--- src/rtl/eth_phy_10g_pkg.sv ---
// eth_phy_10g_pkg
// Shared definitions for the 10G PHY link controller:
//   - link_state_t : FSM state encoding, also driven onto the link_state port
//   - default parameter constants
//   - sat_sum_width / timer_width : width helpers for counters and the timer
package eth_phy_10g_pkg;

  typedef enum logic [2:0] {
    IDLE        = 3'd0,
    SERDES_RST  = 3'd1,
    WAIT_LOCK   = 3'd2,
    WAIT_STABLE = 3'd3,
    LINK_UP     = 3'd4,
    PRBS        = 3'd5
  } link_state_t;

  localparam int DEF_RESET_CYCLES  = 64;
  localparam int DEF_LOCK_TIMEOUT  = 65535;
  localparam int DEF_STABLE_CYCLES = 1024;
  localparam int DEF_CNT_WIDTH     = 16;

  // A saturating add needs one extra bit to catch the carry out of the
  // counter. The increment is assumed to be no wider than the counter.
  function automatic int sat_sum_width(input int cnt_width);
    return cnt_width + 1;
  endfunction

  // The shared down-counter must hold (largest duration - 1). It is never
  // narrower than one bit, even when every duration is 1.
  function automatic int timer_width(input int a, input int b, input int c);
    int m;
    int w;
    m = a;
    if (b > m) m = b;
    if (c > m) m = c;
    w = $clog2(m);
    return (w < 1) ? 1 : w;
  endfunction

endpackage

--- src/rtl/eth_sat_counter.sv ---
// eth_sat_counter
// Saturating accumulator: adds inc_val whenever inc_en is high and sticks at
// all-ones rather than wrapping. clear has priority over the increment.
// Ports:
//   clk, rst  : clock, synchronous active-high reset (count -> 0)
//   clear     : synchronous clear to 0
//   inc_en    : add inc_val this cycle
//   inc_val   : increment amount (INC_WIDTH bits, INC_WIDTH <= WIDTH)
//   count     : current value (WIDTH bits)
module eth_sat_counter
  import eth_phy_10g_pkg::*;
#(
  parameter int WIDTH     = 16,
  parameter int INC_WIDTH = 1
) (
  input  logic                 clk,
  input  logic                 rst,
  input  logic                 clear,
  input  logic                 inc_en,
  input  logic [INC_WIDTH-1:0] inc_val,
  output logic [WIDTH-1:0]     count
);

  localparam int SW = sat_sum_width(WIDTH);

  logic [SW-1:0] sum;

  always_comb begin
    sum = {1'b0, count} + SW'(inc_val);
  end

  // The carry bit of sum flags overflow; clamp to all-ones in that case.
  always_ff @(posedge clk) begin
    if (rst || clear) begin
      count <= '0;
    end else if (inc_en) begin
      count <= sum[SW-1] ? '1 : sum[WIDTH-1:0];
    end
  end

endmodule

--- src/rtl/eth_phy_10g_link_ctrl.sv ---
// eth_phy_10g_link_ctrl
// Link bring-up sequencer for the 10G PHY, in the PHY RX clock domain.
// Drives the SERDES RX reset, waits for block lock and a debounced rx_status,
// then raises link_up. Re-sequences on link loss or a PHY reset request and
// keeps saturating diagnostic counters.
// Optional PRBS31 test mode: define ETH_PHY_10G_LINK_CTRL_PRBS_EN.
// Ports:
//   clk, rst                 : PHY RX clock, synchronous active-high reset
//   enable                   : link enable, low forces IDLE
//   phy_rx_block_lock        : PHY block lock
//   phy_rx_high_ber          : PHY high-BER flag
//   phy_rx_status            : PHY RX status
//   phy_serdes_rx_reset_req  : PHY request to reset the SERDES
//   serdes_rx_reset          : transceiver RX reset
//   link_up                  : link usable
//   link_state               : current FSM state
//   link_down_count          : LINK_UP exits (saturating)
//   lock_timeout_count       : WAIT_LOCK timeouts (saturating)
//   PRBS build only: cfg_prbs_mode, phy_rx_error_count, cfg_tx_prbs31_enable,
//   cfg_rx_prbs31_enable, prbs_error_total
module eth_phy_10g_link_ctrl
  import eth_phy_10g_pkg::*;
#(
  parameter int RESET_CYCLES  = DEF_RESET_CYCLES,
  parameter int LOCK_TIMEOUT  = DEF_LOCK_TIMEOUT,
  parameter int STABLE_CYCLES = DEF_STABLE_CYCLES,
  parameter int CNT_WIDTH     = DEF_CNT_WIDTH
) (
  input  logic                 clk,
  input  logic                 rst,
  input  logic                 enable,
  input  logic                 phy_rx_block_lock,
  input  logic                 phy_rx_high_ber,
  input  logic                 phy_rx_status,
  input  logic                 phy_serdes_rx_reset_req,
`ifdef ETH_PHY_10G_LINK_CTRL_PRBS_EN
  input  logic                 cfg_prbs_mode,
  input  logic [6:0]           phy_rx_error_count,
  output logic                 cfg_tx_prbs31_enable,
  output logic                 cfg_rx_prbs31_enable,
  output logic [31:0]          prbs_error_total,
`endif
  output logic                 serdes_rx_reset,
  output logic                 link_up,
  output logic [2:0]           link_state,
  output logic [CNT_WIDTH-1:0] link_down_count,
  output logic [CNT_WIDTH-1:0] lock_timeout_count
);

  localparam int TW = timer_width(RESET_CYCLES, LOCK_TIMEOUT, STABLE_CYCLES);

  // Each state runs for (load + 1) cycles because the exit test is timer==0.
  localparam logic [TW-1:0] RST_LOAD    = TW'(RESET_CYCLES - 1);
  localparam logic [TW-1:0] LOCK_LOAD   = TW'(LOCK_TIMEOUT - 1);
  localparam logic [TW-1:0] STABLE_LOAD = TW'(STABLE_CYCLES - 1);

  link_state_t   state;
  link_state_t   next_state;
  logic [TW-1:0] timer;
  logic [TW-1:0] timer_next;
  logic          lock_to_inc;
  logic          link_down_inc;
  logic          reset_req_ok;

  // Reset requests are honoured everywhere except where the SERDES is already
  // held in reset, and (with PRBS) in the PRBS test state.
  always_comb begin
    reset_req_ok = (state != IDLE) && (state != SERDES_RST);
`ifdef ETH_PHY_10G_LINK_CTRL_PRBS_EN
    if (state == PRBS) reset_req_ok = 1'b0;
`endif
  end

  // Next-state and timer logic. Global overrides (enable, reset request,
  // PRBS entry) come first, then the per-state rules. The timer is reloaded
  // whenever the state changes, whatever caused the change.
  always_comb begin
    next_state  = state;
    timer_next  = timer;
    lock_to_inc = 1'b0;

    if (!enable) begin
      next_state = IDLE;
    end else if (phy_serdes_rx_reset_req && reset_req_ok) begin
      next_state = SERDES_RST;
`ifdef ETH_PHY_10G_LINK_CTRL_PRBS_EN
    end else if (cfg_prbs_mode && (state == WAIT_STABLE || state == LINK_UP)) begin
      next_state = PRBS;
`endif
    end else begin
      case (state)
        IDLE: next_state = SERDES_RST;
        SERDES_RST: begin
          if (timer == '0) next_state = WAIT_LOCK;
          else             timer_next = timer - 1'b1;
        end
        WAIT_LOCK: begin
          if (phy_rx_block_lock) begin
            next_state = WAIT_STABLE;
          end else if (timer == '0) begin
            next_state  = SERDES_RST;
            lock_to_inc = 1'b1;
          end else begin
            timer_next = timer - 1'b1;
          end
        end
        WAIT_STABLE: begin
          if (!phy_rx_block_lock)                       next_state = WAIT_LOCK;
          else if (!phy_rx_status || phy_rx_high_ber)   timer_next = STABLE_LOAD;
          else if (timer == '0)                         next_state = LINK_UP;
          else                                          timer_next = timer - 1'b1;
        end
        LINK_UP: begin
          if (!phy_rx_status) next_state = WAIT_LOCK;
        end
`ifdef ETH_PHY_10G_LINK_CTRL_PRBS_EN
        PRBS: begin
          if (!cfg_prbs_mode) next_state = SERDES_RST;
        end
`endif
        default: next_state = IDLE;
      endcase
    end

    if (next_state != state) begin
      case (next_state)
        SERDES_RST:  timer_next = RST_LOAD;
        WAIT_LOCK:   timer_next = LOCK_LOAD;
        WAIT_STABLE: timer_next = STABLE_LOAD;
        default:     timer_next = '0;
      endcase
    end
  end

  // Any departure from LINK_UP counts as a link-down event.
  assign link_down_inc = (state == LINK_UP) && (next_state != LINK_UP);
  assign link_state    = state;

  // State, timer and registered outputs decoded from the next state so they
  // line up with the state they describe.
  always_ff @(posedge clk) begin
    if (rst) begin
      state           <= IDLE;
      timer           <= '0;
      serdes_rx_reset <= 1'b1;
      link_up         <= 1'b0;
    end else begin
      state           <= next_state;
      timer           <= timer_next;
      serdes_rx_reset <= (next_state == IDLE) || (next_state == SERDES_RST);
      link_up         <= (next_state == LINK_UP);
    end
  end

  eth_sat_counter #(.WIDTH(CNT_WIDTH), .INC_WIDTH(1)) u_link_down_cnt (
    .clk     (clk),
    .rst     (rst),
    .clear   (1'b0),
    .inc_en  (link_down_inc),
    .inc_val (1'b1),
    .count   (link_down_count)
  );

  eth_sat_counter #(.WIDTH(CNT_WIDTH), .INC_WIDTH(1)) u_lock_to_cnt (
    .clk     (clk),
    .rst     (rst),
    .clear   (1'b0),
    .inc_en  (lock_to_inc),
    .inc_val (1'b1),
    .count   (lock_timeout_count)
  );

`ifdef ETH_PHY_10G_LINK_CTRL_PRBS_EN
  logic prbs_entry;

  assign prbs_entry = (state != PRBS) && (next_state == PRBS);

  // PRBS enables follow the next state, like link_up.
  always_ff @(posedge clk) begin
    if (rst) begin
      cfg_tx_prbs31_enable <= 1'b0;
      cfg_rx_prbs31_enable <= 1'b0;
    end else begin
      cfg_tx_prbs31_enable <= (next_state == PRBS);
      cfg_rx_prbs31_enable <= (next_state == PRBS);
    end
  end

  // The total restarts on every PRBS entry and accumulates while in PRBS.
  eth_sat_counter #(.WIDTH(32), .INC_WIDTH(7)) u_prbs_err_cnt (
    .clk     (clk),
    .rst     (rst),
    .clear   (prbs_entry),
    .inc_en  (state == PRBS),
    .inc_val (phy_rx_error_count),
    .count   (prbs_error_total)
  );
`endif

endmodule

--- config.mk ---
export PLATFORM = sky130hd
export DESIGN_NAME = eth_phy_10g_link_ctrl
export DESIGN_NICKNAME = d
export VERILOG_FILES = /design/src/rtl/eth_phy_10g_pkg.sv /design/src/rtl/eth_sat_counter.sv /design/src/rtl/eth_phy_10g_link_ctrl.sv
export SDC_FILE = /design/constraint.sdc
export NUM_CORES = 1
export LEC_CHECK = 0
export ABC_CLOCK_PERIOD_IN_PS = 4840
export CELL_PAD_IN_SITES_DETAIL_PLACEMENT = 1
export CELL_PAD_IN_SITES_GLOBAL_PLACEMENT = 1
export CORE_MARGIN = 2
export CORE_UTILIZATION = 40
export CTS_BUF_LIST = sky130_fd_sc_hd__clkbuf_8
export CTS_CLUSTER_DIAMETER = 100
export DETAILED_ROUTE_END_ITERATION = 6
export HOLD_SLACK_MARGIN = 0.12
export PLACE_DENSITY_LB_ADDON = 0.1
export SLEW_MARGIN = 30
export SYNTH_ARGS = -nofsm -noshare
export SYNTH_HDL_FRONTEND = slang
export SYNTH_SLANG_ARGS = --single-unit
--- constraint.sdc ---
create_clock -name clk -period 4.84 [get_ports clk]
set_input_delay 0.726 -clock clk [delete_from_list [all_inputs] [get_ports clk]]
set_output_delay 0.726 -clock clk [all_outputs]
set_load 0.05 [all_outputs]
# Yosys cells after proc, flatten, opt, wreduce, memory -nomap -nowiden
# Cells that the tools add are included.
# op_classes
n_addsub	3
mul	0
div_mod_pow	0
order_cmp	0
eq_ne	14
shift	0
muxes	26
bitwise	0
reduce_logical	13
# op_table
cell	n
$mux 16	9
$pmux 16 s3	2
$add 16x1->17 const B	2
$mux 3	9
$logic_not 16->1	1
$sub 16x1->16 const B	1
$pmux 3 s5	1
$eq 3x2->1 const B	4
$ne 3x3->1 const B	3
$eq 3x1->1 const B	2
$eq 3x3->1 const B	2
$logic_not 3->1	2
$mux 1	5
$reduce_and 5->1	1
$reduce_bool 4->1	1
$logic_and 1x1->1	3
$ne 3x1->1 const B	1
$ne 3x3->1	1
$reduce_bool 3->1	1
$logic_or 1x1->1	2
$ne 2x1->1 const B	1
$reduce_bool 2->1	1
$logic_not 1->1	1
# totals
regBits	53
latch_bits	0
ramBits	0
rom_bits	0
word_cells	62
memories	0

# Longest topological paths before layout
# logic_depth
depth_word	10
depth_mapped	11

# By module
# Synthesis repeated with hierarchy kept, for this count alone.
# unflattened
cells_unflattened	369
hier_area_um2	3163.0
# by_module_without_submodules
module	instances	cells_per_inst	area_each_um2	seq_area_each_um2
eth_phy_10g_link_ctrl	1	197	1589.0	420.4
eth_sat_counter	2	86	787.0	320.3

# Least setup slack after synthesis
# Ideal clock, no wire load.
# synth_path
path_kind	flip-flop to flip-flop
from	reg state[1] (netlist: link_state[1])
to	reg u_lock_to_cnt.count[15]
setup_ns	0.128
arrival_ns	2.507
t_required_ns	4.712
path_slack_ns	2.206
path_stages_with_launch	9
synth_period_minus_slack_ns	2.634
path_cell_list	dfxtp_1 -> buf_4 -> nor4b_1 -> nand2_1 -> or4_1 -> nor2_2 -> and3_1 -> mux2i_1 -> nor2_1
# synth_between
elab_chain_len	5
# synth_lines
item	line_no	rtl
from (decl)	eth_phy_10g_link_ctrl.sv:57	link_state_t state;
from (signal assigned)	eth_phy_10g_link_ctrl.sv:148	state <= next_state;
$ne 3x1->1 or $reduce_bool 3->1 (tied branches)	eth_phy_10g_link_ctrl.sv:68	reset_req_ok = (state != IDLE) && (state != SERDES_RST);
$logic_and 1x1->1	eth_phy_10g_link_ctrl.sv:68	
$logic_and 1x1->1	eth_phy_10g_link_ctrl.sv:84	end else if (phy_serdes_rx_reset_req && reset_req_ok) begin
$mux 1 *	eth_phy_10g_link_ctrl.sv:84	
$mux 1 *	eth_phy_10g_link_ctrl.sv:82	if (!enable) begin
to (signal assigned)	eth_sat_counter.sv:37	count <= sum[SW-1] ? '1 : sum[WIDTH-1:0];
to (decl)	eth_sat_counter.sv:21	output logic [WIDTH-1:0] count
# Mark *: on every way between the ends. The rest lies on a longest branch, timed or not.
# A chain may end at the register's enable or synchronous reset.

# Worst setup path in the final report
# layout_path
from	in phy_serdes_rx_reset_req
to	reg u_lock_to_cnt.count[15]
# layout_between
elab_chain_len	3
# layout_lines
item	line_no	rtl
from (decl)	eth_phy_10g_link_ctrl.sv:35	input logic phy_serdes_rx_reset_req,
$logic_and 1x1->1	eth_phy_10g_link_ctrl.sv:84	
$mux 1	eth_phy_10g_link_ctrl.sv:84	
$mux 1	eth_phy_10g_link_ctrl.sv:82	
# No other way between the ends.

==> impl_summary.md <==
Status
The flow ran to the end, and the final reports show no timing, DRC or antenna violations.

CTS
Buffers inserted during clock tree synthesis total 5. The total of hold buffers inserted after clock tree synthesis is 0. The clock input transition at the sequential cells of the worst setup and hold paths is approximately 100 ps.

The source-to-sink clock delay at the later pin of the worst-skew pair is around 310 ps. In this run the deepest clock path goes through 2 buffers. The CTS tree is yes. The clock net in this run drives a total of 53 sinks. The number of post-CTS setup repair buffers is 0. The H-tree was split into 2 levels. Clock tree synthesis selected as its root buffer the cell clkbuf_8. The number of instances resized during post-cts repair is 0.

Worst setup path
Walking the worst path, the cells encountered are clkdlybuf4s50_1 -> nor4b_1 -> nand2_1 -> or4_1 -> nor2_2 -> and3_1 -> mux2i_1 -> nor2_1. The worst-case reg-to-reg path depth is 9. The startpoint identified for the worst register-to-register timing path is timer[1]. The highest-delay cell along the critical path is nor4b_1. The family of cells with the greatest summed delay on the critical path is simple AND/OR/NAND/NOR gates. The total buffers and inverters traversed by the critical path is 1. The critical path is of the input port to register type. STA classifies the critical path startpoint as an input port. The worst reg-to-reg setup slack is about 1800 ps. For this run, the slowest stage of the critical path takes 670 ps. STA classifies the critical path endpoint as a register.

The worst flop-to-flop path endpoint is timer[7]. The peak fanout along the critical path is 10. STA puts the critical path data required time at about 5000 ps.

The arrival time of the worst setup path is between 3000 and 4000 ps.

STA
The relative max-transition margin is 0.5165. Based on the critical path, the design can be clocked at up to 0.3153 GHz. Setup repair after global routing left no endpoint under its margin.

Subtracting the final worst setup slack from the clock period gives approximately 3200 ps. Of the available clock period, the critical path in the final layout requires 0.6553. The number of hold violations in the final report was 0. The total count of max-transition violations in the final report came to 0. The count of endpoints failing setup in the final report is 0. In the final timing run, aggregate negative setup slack is 0 ps.

The clock arrives with 8.606 ps of skew. The pin slew with the least headroom to its limit is approximately 720 ps.

Final layout
The final non-filler cell total is about 500. 0 antenna diodes ended up in the layout. The number of nets in the finished design is between 400 and 500. The area added between synthesis and finish is 19.01%. The fraction of layout instances using a drive strength above 1 is 0.06863.

Placed design
The half-perimeter wire length of the detailed placement result is 6136 µm. Port buffering added 43 buffers. The weighted congestion reported at the end of routability-driven placement is just over 0.8.

Counting tap cells, the placed design contains a total of approximately 500 instances.

Logic synthesis
The share of the Yosys chip area taken by registers is 0.3430. Summing every instance area after synthesis gives 3093 µm². The most used flip-flop cell after synthesis is dfxtp_1. The count of flip-flops with a built-in enable after synthesis is 0. Synthesis handed over a netlist of between 300 and 400 instances.

The mean instance size in the synthesized netlist is around 8.2 µm². By area the synthesized netlist is led by dfxtp_1 (34%), a21oi_1 (5.3%), nor2_1 (4.7%), xnor2_1 (4.0%), nand3_1 (3.7%). After synthesis the netlist holds a flip-flop and latch count of 53. The synthesized net count is 385. Of all flip-flops after synthesis, the portion carrying an async set or reset was 0. The number of warnings issued by yosys is 0. The synthesized design spends more area on one cell type than any other, namely dfxtp_1. Of the post-synthesis cell area, the dominant cell type holds 0.3430.

The distinct cell type count of the synthesized netlist is between 60 and 70.

Drt
The detailed router finished its first iteration with around 130 violations. The post-route antenna net violation count is 0. For this block, the routed nets add up to around 8500 µm of wire. After detailed routing, the number of vias per cell comes to 5.578. In the final routed layout, each cell accounts on average for between 15 and 20 µm. The pre-antenna-repair detailed-routing pass consisted of 4 iterations. After detailed routing, the number of remaining DRC violations is 0.

The via count is around 2,800.

Global route
Summed over all layers, the global routing overflow is 0. The first global-routing pass estimated roughly 15,000 µm of wire. Entering global routing, the biggest net connects 55 pins. The number of global-route vias before repair is just under 3,000. The number of antenna violations at the first check in global routing is 0. For this run, the total global-route usage over all layers was measured as 0.2098.

Floorplan
For this configuration, the core starts out at a cell density of 0.4066. The die covers 8452 µm². After floorplanning, the core was divided into 32 placement rows.

Pin placement for this block handled 44 I/O pins. From left edge to right edge, the die measures 91.94 µm. The placeable core area is about 7600 µm².

The vertical extent of the die is just over 90 µm.

Power and ir drop
The leakage power of the design is about 1.2 nW. Of the total power, the clock network draws 0.321. The cell internal power dissipation is ~700 µW. The peak supply drop is approximately 150 µV. The share of total power dissipated in sequential elements is 0.469.

Of the total power, the share spent switching nets is 0.3007. The combinational cell fraction of total power is 0.210. The reported net switching power is 300.4 µW. The power per cell area is approximately 270 nW/µm².

Worst hold path
In this run the most critical hold path is launched from u_link_down_cnt.count[12]. The min-delay analysis places its worst path in the category register to register. The worst hold path depth is 1. The capture endpoint of the worst hold path is u_link_down_cnt.count[12].

Job
The count of maximum capacitance violations is 0.
-- metal layers --
layer | up-vias | global-route usage | routed length, µm
li1 | 1433 | - | -
met1 | 1371 | 0.2843 | 4161
met4 | 0 | 0.04478 | 91
met3 | 7 | 0.04026 | 250
met2 | 34 | 0.3480 | 3996
met5 | - | 0 | 0
-- placed cells by master (no fill, tap or decap), drive strengths merged, types with 3 or more instances in the layout --
master / n
nand2: 29
nand4: 6
clkbuf: 6
xnor2: 14
a21boi: 3
nor3: 9
a211oi: 7
clkdlybuf4s50: 42
nand3: 23
nand2b: 10
a21o: 6
nor2: 40
or3: 4
o22ai: 3
a21oi: 33
mux2i: 6
dfxtp: 53
inv: 9
a221oi: 6
or2: 3
a31oi: 7
ha: 3
o21bai: 4
o21ai: 12
and3: 13
nor4: 7
o21a: 4
xor2: 12
-- logic make-up (layout without fill, tap and decap cells) --
group           after synthesis  count (layout)  synth area share
simple gates                155             155            0.2710
compound gates              104             104            0.2379
flops                        53              53            0.3430
buf+inv                      27              60           0.03924
xor+xnor                     26              26           0.07363
mux                           7               7           0.02306
fa+ha+maj                     3               3           0.01214
-- state kept, by name, summed over array words and instances, names as in the netlist --
name / flops
link_up: 1
timer: 16
u_lock_to_cnt.count: 16
serdes_rx_reset: 1
link_state: 3
u_link_down_cnt.count: 16
-- area by class of cell --
| cell class | count | area, µm² |
|---|---|---|
| timing repair buffer | 43 | 427.9 |
| inverter | 9 | 33.78 |
| fill | 927 | 3926 |
| multi-input combinational | 295 | 1911 |
| tap | 102 | 127.6 |
| sequential | 53 | 1061 |
| clock inverter | 2 | 37.54 |
| clock buffer | 6 | 82.58 |
-- synthesized netlist by cell type, types with 9 or more instances --
cell type / instances
xnor2_1: 14
inv_1: 9
nor2_1: 39
xor2_1: 12
nand3_1: 23
a21oi_1: 33
o21ai_0: 11
clkbuf_1: 10
nand2b_1: 10
nand2_1: 29
dfxtp_1: 53
and3_1: 13
-- stage by stage --
step | total power [mW] | cell area, µm² | util | hold WS (ps) | setup slack, ps
2_1_floorplan | 0.6408 | 3093 | - | 494.2 | 2206
3_3_place_gp | 0.6830 | 3558 | 0.4678 | 484.8 | 1436
3_5_place_dp | 0.6880 | 3561 | 0.4681 | 487.1 | 1375
4_1_cts | 1.013 | 3681 | 0.4839 | 504.0 | 1695
5_1_grt | 1.054 | 3681 | 0.4839 | 539.7 | 1467
6_report | 0.9988 | 3681 | 0.4839 | 496.8 | 1668
-- power groups by stage --
stage / logic [mW] / clock network (mW) / registers (mW)
global placement: 0.206 / 0 / 0.477
CTS: 0.211 / 0.334 / 0.468
global route: 0.234 / 0.350 / 0.471
finish: 0.210 / 0.321 / 0.468
floorplan: 0.166 / 0 / 0.475
detailed placement: 0.210 / 0 / 0.478
-- worst max path at each step --
stage                                  from                      end  slack, ps  cells after the start
detailed placement  phy_serdes_rx_reset_req                 timer[7]       1370                      7
finish              phy_serdes_rx_reset_req  u_lock_to_cnt.count[15]       1670                      8
CTS                 phy_serdes_rx_reset_req  u_lock_to_cnt.count[15]       1690                      8
floorplan                     link_state[1]  u_lock_to_cnt.count[15]       2210                      8
global placement    phy_serdes_rx_reset_req  u_lock_to_cnt.count[15]       1440                      8
global route        phy_serdes_rx_reset_req                 timer[7]       1470                      7
No activity file was read; power rests on OpenSTA's default activity.
